`src/rtl/serial_mag_comparator.sv`:
```
// Purpose      : multi-cycle magnitude comparator, MSB-first, DIGIT_W bits per clock, early exit on first differing digit.
// Latency      : start sampled at edge E gives done in the cycle after edge E+k, k = index of first differing digit (NDIG if equal).
// Backpressure : none; start is ignored while busy, and a start in the done cycle is accepted (no bubble).
//
// Ports:
//   clk, rst_n                   clock, asynchronous active-low reset
//   start, signed_mode, ip1, ip2 request and operands, latched only when idle
//   busy                         high during the compare cycles
//   done                         one-cycle pulse when the result registers update
//   ip1_gt_ip2/eq/lt             registered result, held until the next done
module serial_mag_comparator #(
    parameter int WIDTH   = 32,
    parameter int DIGIT_W = 4
) (
    input  logic             clk,
    input  logic             rst_n,
    input  logic             start,
    input  logic             signed_mode,
    input  logic [WIDTH-1:0] ip1,
    input  logic [WIDTH-1:0] ip2,
    output logic             busy,
    output logic             done,
    output logic             ip1_gt_ip2,
    output logic             ip1_eq_ip2,
    output logic             ip1_lt_ip2
);

    localparam int NDIG  = WIDTH / DIGIT_W;
    localparam int CNT_W = (NDIG > 1) ? $clog2(NDIG) : 1;

    // Flipping the sign bit of the top digit maps two's-complement order
    // onto unsigned order, so one unsigned comparator serves both modes.
    localparam logic [DIGIT_W-1:0] SIGN_MASK = DIGIT_W'(1) << (DIGIT_W - 1);
    localparam logic [CNT_W-1:0]   CNT_LAST  = CNT_W'(NDIG - 1);

    generate
        if (WIDTH < 2) begin : g_bad_width
            $error("serial_mag_comparator: WIDTH must be >= 2");
        end
        if ((WIDTH % DIGIT_W) != 0) begin : g_bad_digit
            $error("serial_mag_comparator: WIDTH must be a multiple of DIGIT_W");
        end
    endgenerate

    typedef enum logic {
        IDLE = 1'b0,
        CMP  = 1'b1
    } state_t;

    state_t             state_q, state_d;
    logic [WIDTH-1:0]   sa_q, sa_d;
    logic [WIDTH-1:0]   sb_q, sb_d;
    logic [CNT_W-1:0]   cnt_q, cnt_d;
    logic               smode_q, smode_d;
    logic               done_q, done_d;
    logic               gt_q, gt_d;
    logic               eq_q, eq_d;
    logic               lt_q, lt_d;

    logic [DIGIT_W-1:0] da;
    logic [DIGIT_W-1:0] db;
    logic [DIGIT_W-1:0] da_c;
    logic [DIGIT_W-1:0] db_c;
    logic               sign_digit;

    // Top digit of each shift register; the sign adjustment applies only to
    // the first (most significant) digit of a signed compare.
    always_comb begin
        da         = sa_q[WIDTH-1 -: DIGIT_W];
        db         = sb_q[WIDTH-1 -: DIGIT_W];
        sign_digit = smode_q && (cnt_q == '0);
        da_c       = sign_digit ? (da ^ SIGN_MASK) : da;
        db_c       = sign_digit ? (db ^ SIGN_MASK) : db;
    end

    always_comb begin
        state_d = state_q;
        sa_d    = sa_q;
        sb_d    = sb_q;
        cnt_d   = cnt_q;
        smode_d = smode_q;
        done_d  = 1'b0;
        gt_d    = gt_q;
        eq_d    = eq_q;
        lt_d    = lt_q;

        unique case (state_q)
            IDLE: begin
                if (start) begin
                    sa_d    = ip1;
                    sb_d    = ip2;
                    smode_d = signed_mode;
                    cnt_d   = '0;
                    state_d = CMP;
                end
            end
            CMP: begin
                if (da_c != db_c) begin
                    gt_d    = (da_c > db_c);
                    lt_d    = (da_c < db_c);
                    eq_d    = 1'b0;
                    done_d  = 1'b1;
                    state_d = IDLE;
                end else if (cnt_q == CNT_LAST) begin
                    gt_d    = 1'b0;
                    lt_d    = 1'b0;
                    eq_d    = 1'b1;
                    done_d  = 1'b1;
                    state_d = IDLE;
                end else begin
                    sa_d  = sa_q << DIGIT_W;
                    sb_d  = sb_q << DIGIT_W;
                    cnt_d = cnt_q + 1'b1;
                end
            end
            default: state_d = IDLE;
        endcase
    end

    always_ff @(posedge clk or negedge rst_n) begin
        if (!rst_n) begin
            state_q <= IDLE;
            sa_q    <= '0;
            sb_q    <= '0;
            cnt_q   <= '0;
            smode_q <= 1'b0;
            done_q  <= 1'b0;
            gt_q    <= 1'b0;
            eq_q    <= 1'b0;
            lt_q    <= 1'b0;
        end else begin
            state_q <= state_d;
            sa_q    <= sa_d;
            sb_q    <= sb_d;
            cnt_q   <= cnt_d;
            smode_q <= smode_d;
            done_q  <= done_d;
            gt_q    <= gt_d;
            eq_q    <= eq_d;
            lt_q    <= lt_d;
        end
    end

    assign busy       = (state_q == CMP);
    assign done       = done_q;
    assign ip1_gt_ip2 = gt_q;
    assign ip1_eq_ip2 = eq_q;
    assign ip1_lt_ip2 = lt_q;

endmodule
```
`config.mk`:
```
export PLATFORM = sky130hd
export DESIGN_NAME = serial_mag_comparator
export DESIGN_NICKNAME = d
export VERILOG_FILES = /design/src/rtl/serial_mag_comparator.sv
export SDC_FILE = /design/constraint.sdc
export NUM_CORES = 1
export LEC_CHECK = 0
export BUFFER_PORTS_ARGS = -buffer_cell sky130_fd_sc_hd__buf_2
export CAP_MARGIN = 20
export CORE_ASPECT_RATIO = 2
export CORE_MARGIN = 1
export CORE_UTILIZATION = 37
export DETAILED_ROUTE_END_ITERATION = 8
export PLACE_DENSITY = 0.6
export SLEW_MARGIN = 20
export SYNTH_ARGS = -nofsm -noshare
export SYNTH_HDL_FRONTEND = slang
export SYNTH_SLANG_ARGS = --single-unit
```
`constraint.sdc`:
```
create_clock -name clk -period 2.01 [get_ports clk]
set_clock_uncertainty 0.15 [all_clocks]
set_input_delay 0.402 -clock clk [delete_from_list [all_inputs] [get_ports clk]]
set_output_delay 0.402 -clock clk [all_outputs]
set_load 0.005 [all_outputs]
```
==> results.json <==
{
  "clkPwrFrac_pct": 20.7,
  "vias": 3657,
  "first_global_vias": 3511,
  "numClockSinks": 73,
  "layout-drive-gt1-share_pct": 25.32,
  "synth_edf_count": 0,
  "wl_um": 10790,
  "cts_made_buffers": 9,
  "dp_hpwl_um": 7012,
  "netSwitchingFraction_pct": 38.26,
  "post_drt_wl_per_cell_um": 15.92,
  "r2r_start": "sb_q[28]",
  "grt_pass1_wl_um": 16900,
  "root_buffer": "clkbuf_16",
  "crit_path_frequent_cell": "buf_6",
  "ios": 73,
  "worst_hold_path_type": "in -> reg",
  "post-place-ws_ns": -0.07269,
  "yosysMostFrequentCell": "nand2_1",
  "power_leakage_nw": 2.258,
  "drc": 0,
  "yosysUniqueCellTypes": 29,
  "cp_slowest_cell": "dfrtp_1",
  "synth_ff_type": "dfrtp_1",
  "drt_iter0_drc": 183,
  "cpPeakStageDelay_ns": 0.42,
  "synth.yosys.seq_area_share_pct": 45.55,
  "netlist.area_leader.share_pct": 45.55,
  "yosys-top-cells-area": "dfrtp_1 (46%), nand2_1 (11%), a211oi_1 (10%)",
  "cp_cell_sequence": "ha_4 > nand3_4 > buf_6 > nor3_4 > buf_6 > clkbuf_16 > nand2_1 > a31oi_1",
  "rows": 53,
  "vias_per_cell": 5.394,
  "avgSynthCellArea_um2": 8.680,
  "reg2reg_depth": 8,
  "relSlewSlack_pct": 71.83,
  "max_clock_freq_mhz": 506.3,
  "clkLatencyLatePin_ns": 0.33,
  "io_buffers": 72,
  "power-per-cell-area_mw_per_mm2": 1675,
  "finalMaxSlewViolations": 0,
  "core-area_mm2": 0.01054,
  "p_seq_share_pct": 32.7,
  "layout_min_cycle_time_ns": 1.975,
  "outcome": "finished clean",
  "setup.worst_path.end_class": "flop",
  "dr.pass1.iters": 4,
  "grt_overflow": 0,
  "area_growth_pct": 29.77,
  "final_nets": 610,
  "combinationalPowerShare_pct": 46.6,
  "synth-warning-count": 0,
  "hold_viol_final": 0,
  "dp_cells": 651,
  "cts_tree": "done",
  "grt_start_max_net_pins": 49,
  "instances_no_fill": 678,
  "dieArea_mm2": 0.01128,
  "async_flop_share_pct": 100.0,
  "critPathMaxFanout": 8,
  "antenna_cells": 0,
  "peakVddDrop_uv": 785.0,
  "cts.clk_slew.worst_paths_ns": 0.06,
  "ys_ff_latch": 73,
  "initial_core_util_pct": 38.03,
  "syn-num-nets": 536,
  "fin_ws_ns": 0.03493,
  "final_core_util_pct": 49.35,
  "crit_required_ns": 2.11,
  "p_sw_w": 0.003335,
  "critPathLaunch": "sb_q[28]",
  "clk_path_buf_depth": 2,
  "gp_congestion": 0.7736,
  "syn-instance-count": 462,
  "die_w_um": 75.62,
  "min_delay_path_depth": 2,
  "cap_violations": 0,
  "criticalPathCategory": "reg -> reg",
  "intPower_w": 0.005383,
  "worstSetupStartpointType": "flop",
  "track_usage_pct": 19.57,
  "tightestPinTransition_ns": 0.4226,
  "antenna_found_initial": 0,
  "period_share_pct": 98.26,
  "htree_levels": 3,
  "min_from": "signed_mode",
  "synthTopCellsByCount": "nand2_1 (117), dfrtp_1 (73), a211oi_1 (55), a31oi_1 (55), nor2b_1 (55)",
  "ant_nets": 0,
  "setup_viol": 0,
  "syn_area_mm2": 0.004010,
  "die_h_um": 149.2,
  "arrival_ns": 2.07,
  "yosys.area.top_type": "dfrtp_1"
}
## flip-flops by register name, summed over array words and instances, names as in the netlist
name and cells:
sa_q 32, sb_q 32, cnt_q 3, busy 1, done 1, ip1_eq_ip2 1
ip1_gt_ip2 1, ip1_lt_ip2 1, smode_q 1
## metal layers
metal / vias up / wire (um) / global-route usage (%)
met2: 77 / 5645 / 32.68
met5: - / 0 / 0
met1: 1782 / 4486 / 24.70
li1: 1777 / - / -
met3: 21 / 367 / 3.041
met4: 0 / 292 / 7.685
## final cells by class
| class | instances | area [um2] |
|---|---|---|
| fill | 983 | 5340 |
| multi-input combinational | 342 | 2049 |
| sequential | 73 | 1831 |
| timing repair buffer | 105 | 793.3 |
| clock buffer | 12 | 266.5 |
| tap | 137 | 171.4 |
| clock inverter | 4 | 73.82 |
| inverter | 5 | 18.77 |
## logic make-up after synthesis
logic type,count (synthesis),synth area share [%]
buffers and inverters,47,5.211
AO/OA/AOI/OAI,128,21.50
AND/OR/NAND/NOR,196,22.87
adder cells (fa/ha/maj),6,1.872
XOR/XNOR,1,0.2184
flip-flops,73,45.55
multiplexers,11,2.777
## layout by cell type (no fill, tap or decap), drive strengths merged, types with 2 or more instances in the layout
master,synthesis,routed
nor2b,55,55
ha,6,6
mux2i,10,10
nand3,11,11
inv,5,5
nand2,117,117
buf,14,99
a31oi,55,55
a21oi,4,4
o21ai,10,10
bufinv,0,2
a211oi,55,55
nand3b,2,2
clkinv,0,2
clkbuf,28,17
dfrtp,73,73
nor2,5,5
## path summary, 6_finish.rpt
kind,to,slack (ns)
max in group asynchronous,sa_q[28],0.83
max reg2reg,sa_q[9],0.03
min in group asynchronous,sb_q[17],0.35
min,smode_q,0.16
max,sa_q[9],0.03
min reg2reg,smode_q,0.37
## power by group through the flow
stage | combinational (W) | clock (W) | sequential [W]
2_1_floorplan | 0.00261 | 0 | 0.00261
3_3_place_gp | 0.00331 | 0 | 0.00281
3_5_place_dp | 0.00343 | 0 | 0.00284
4_1_cts | 0.00346 | 0.00183 | 0.00283
5_1_grt | 0.00450 | 0.00190 | 0.00297
6_report | 0.00406 | 0.00181 | 0.00285
## timing repair
item / CTS / global route
buffers inserted: 0 / 5
resized for setup: 3 / 16
hold endpoints to repair: 20 / 0
pin swaps: 0 / 5
hold buffers: 1 / 0
gates cloned: 0 / 5
setup endpoints to repair: 26 / 68
## critical path, delay by kind of cell, from the launching register on
family,cells,cell delay [ns]
simple gates,3,0.34
buf+inv,3,0.50
flops,1,0.42
fa+ha+maj,1,0.29
compound gates,1,0.18
## through the flow
step                hold slack (ns)   TNS, ns  instance area [um2]  total power, W
finish                       0.1575         0                 5204        0.008718
global route                 0.1605   -0.8162                 5204        0.009378
CTS                          0.1511         0                 4957        0.008123
detailed placement           0.1735   -0.3166                 4596        0.006269
global placement             0.1714  -0.06382                 4596        0.006123
floorplan                  -0.04359         0                 4010        0.005222
Power figures use the tool's default switching activity.
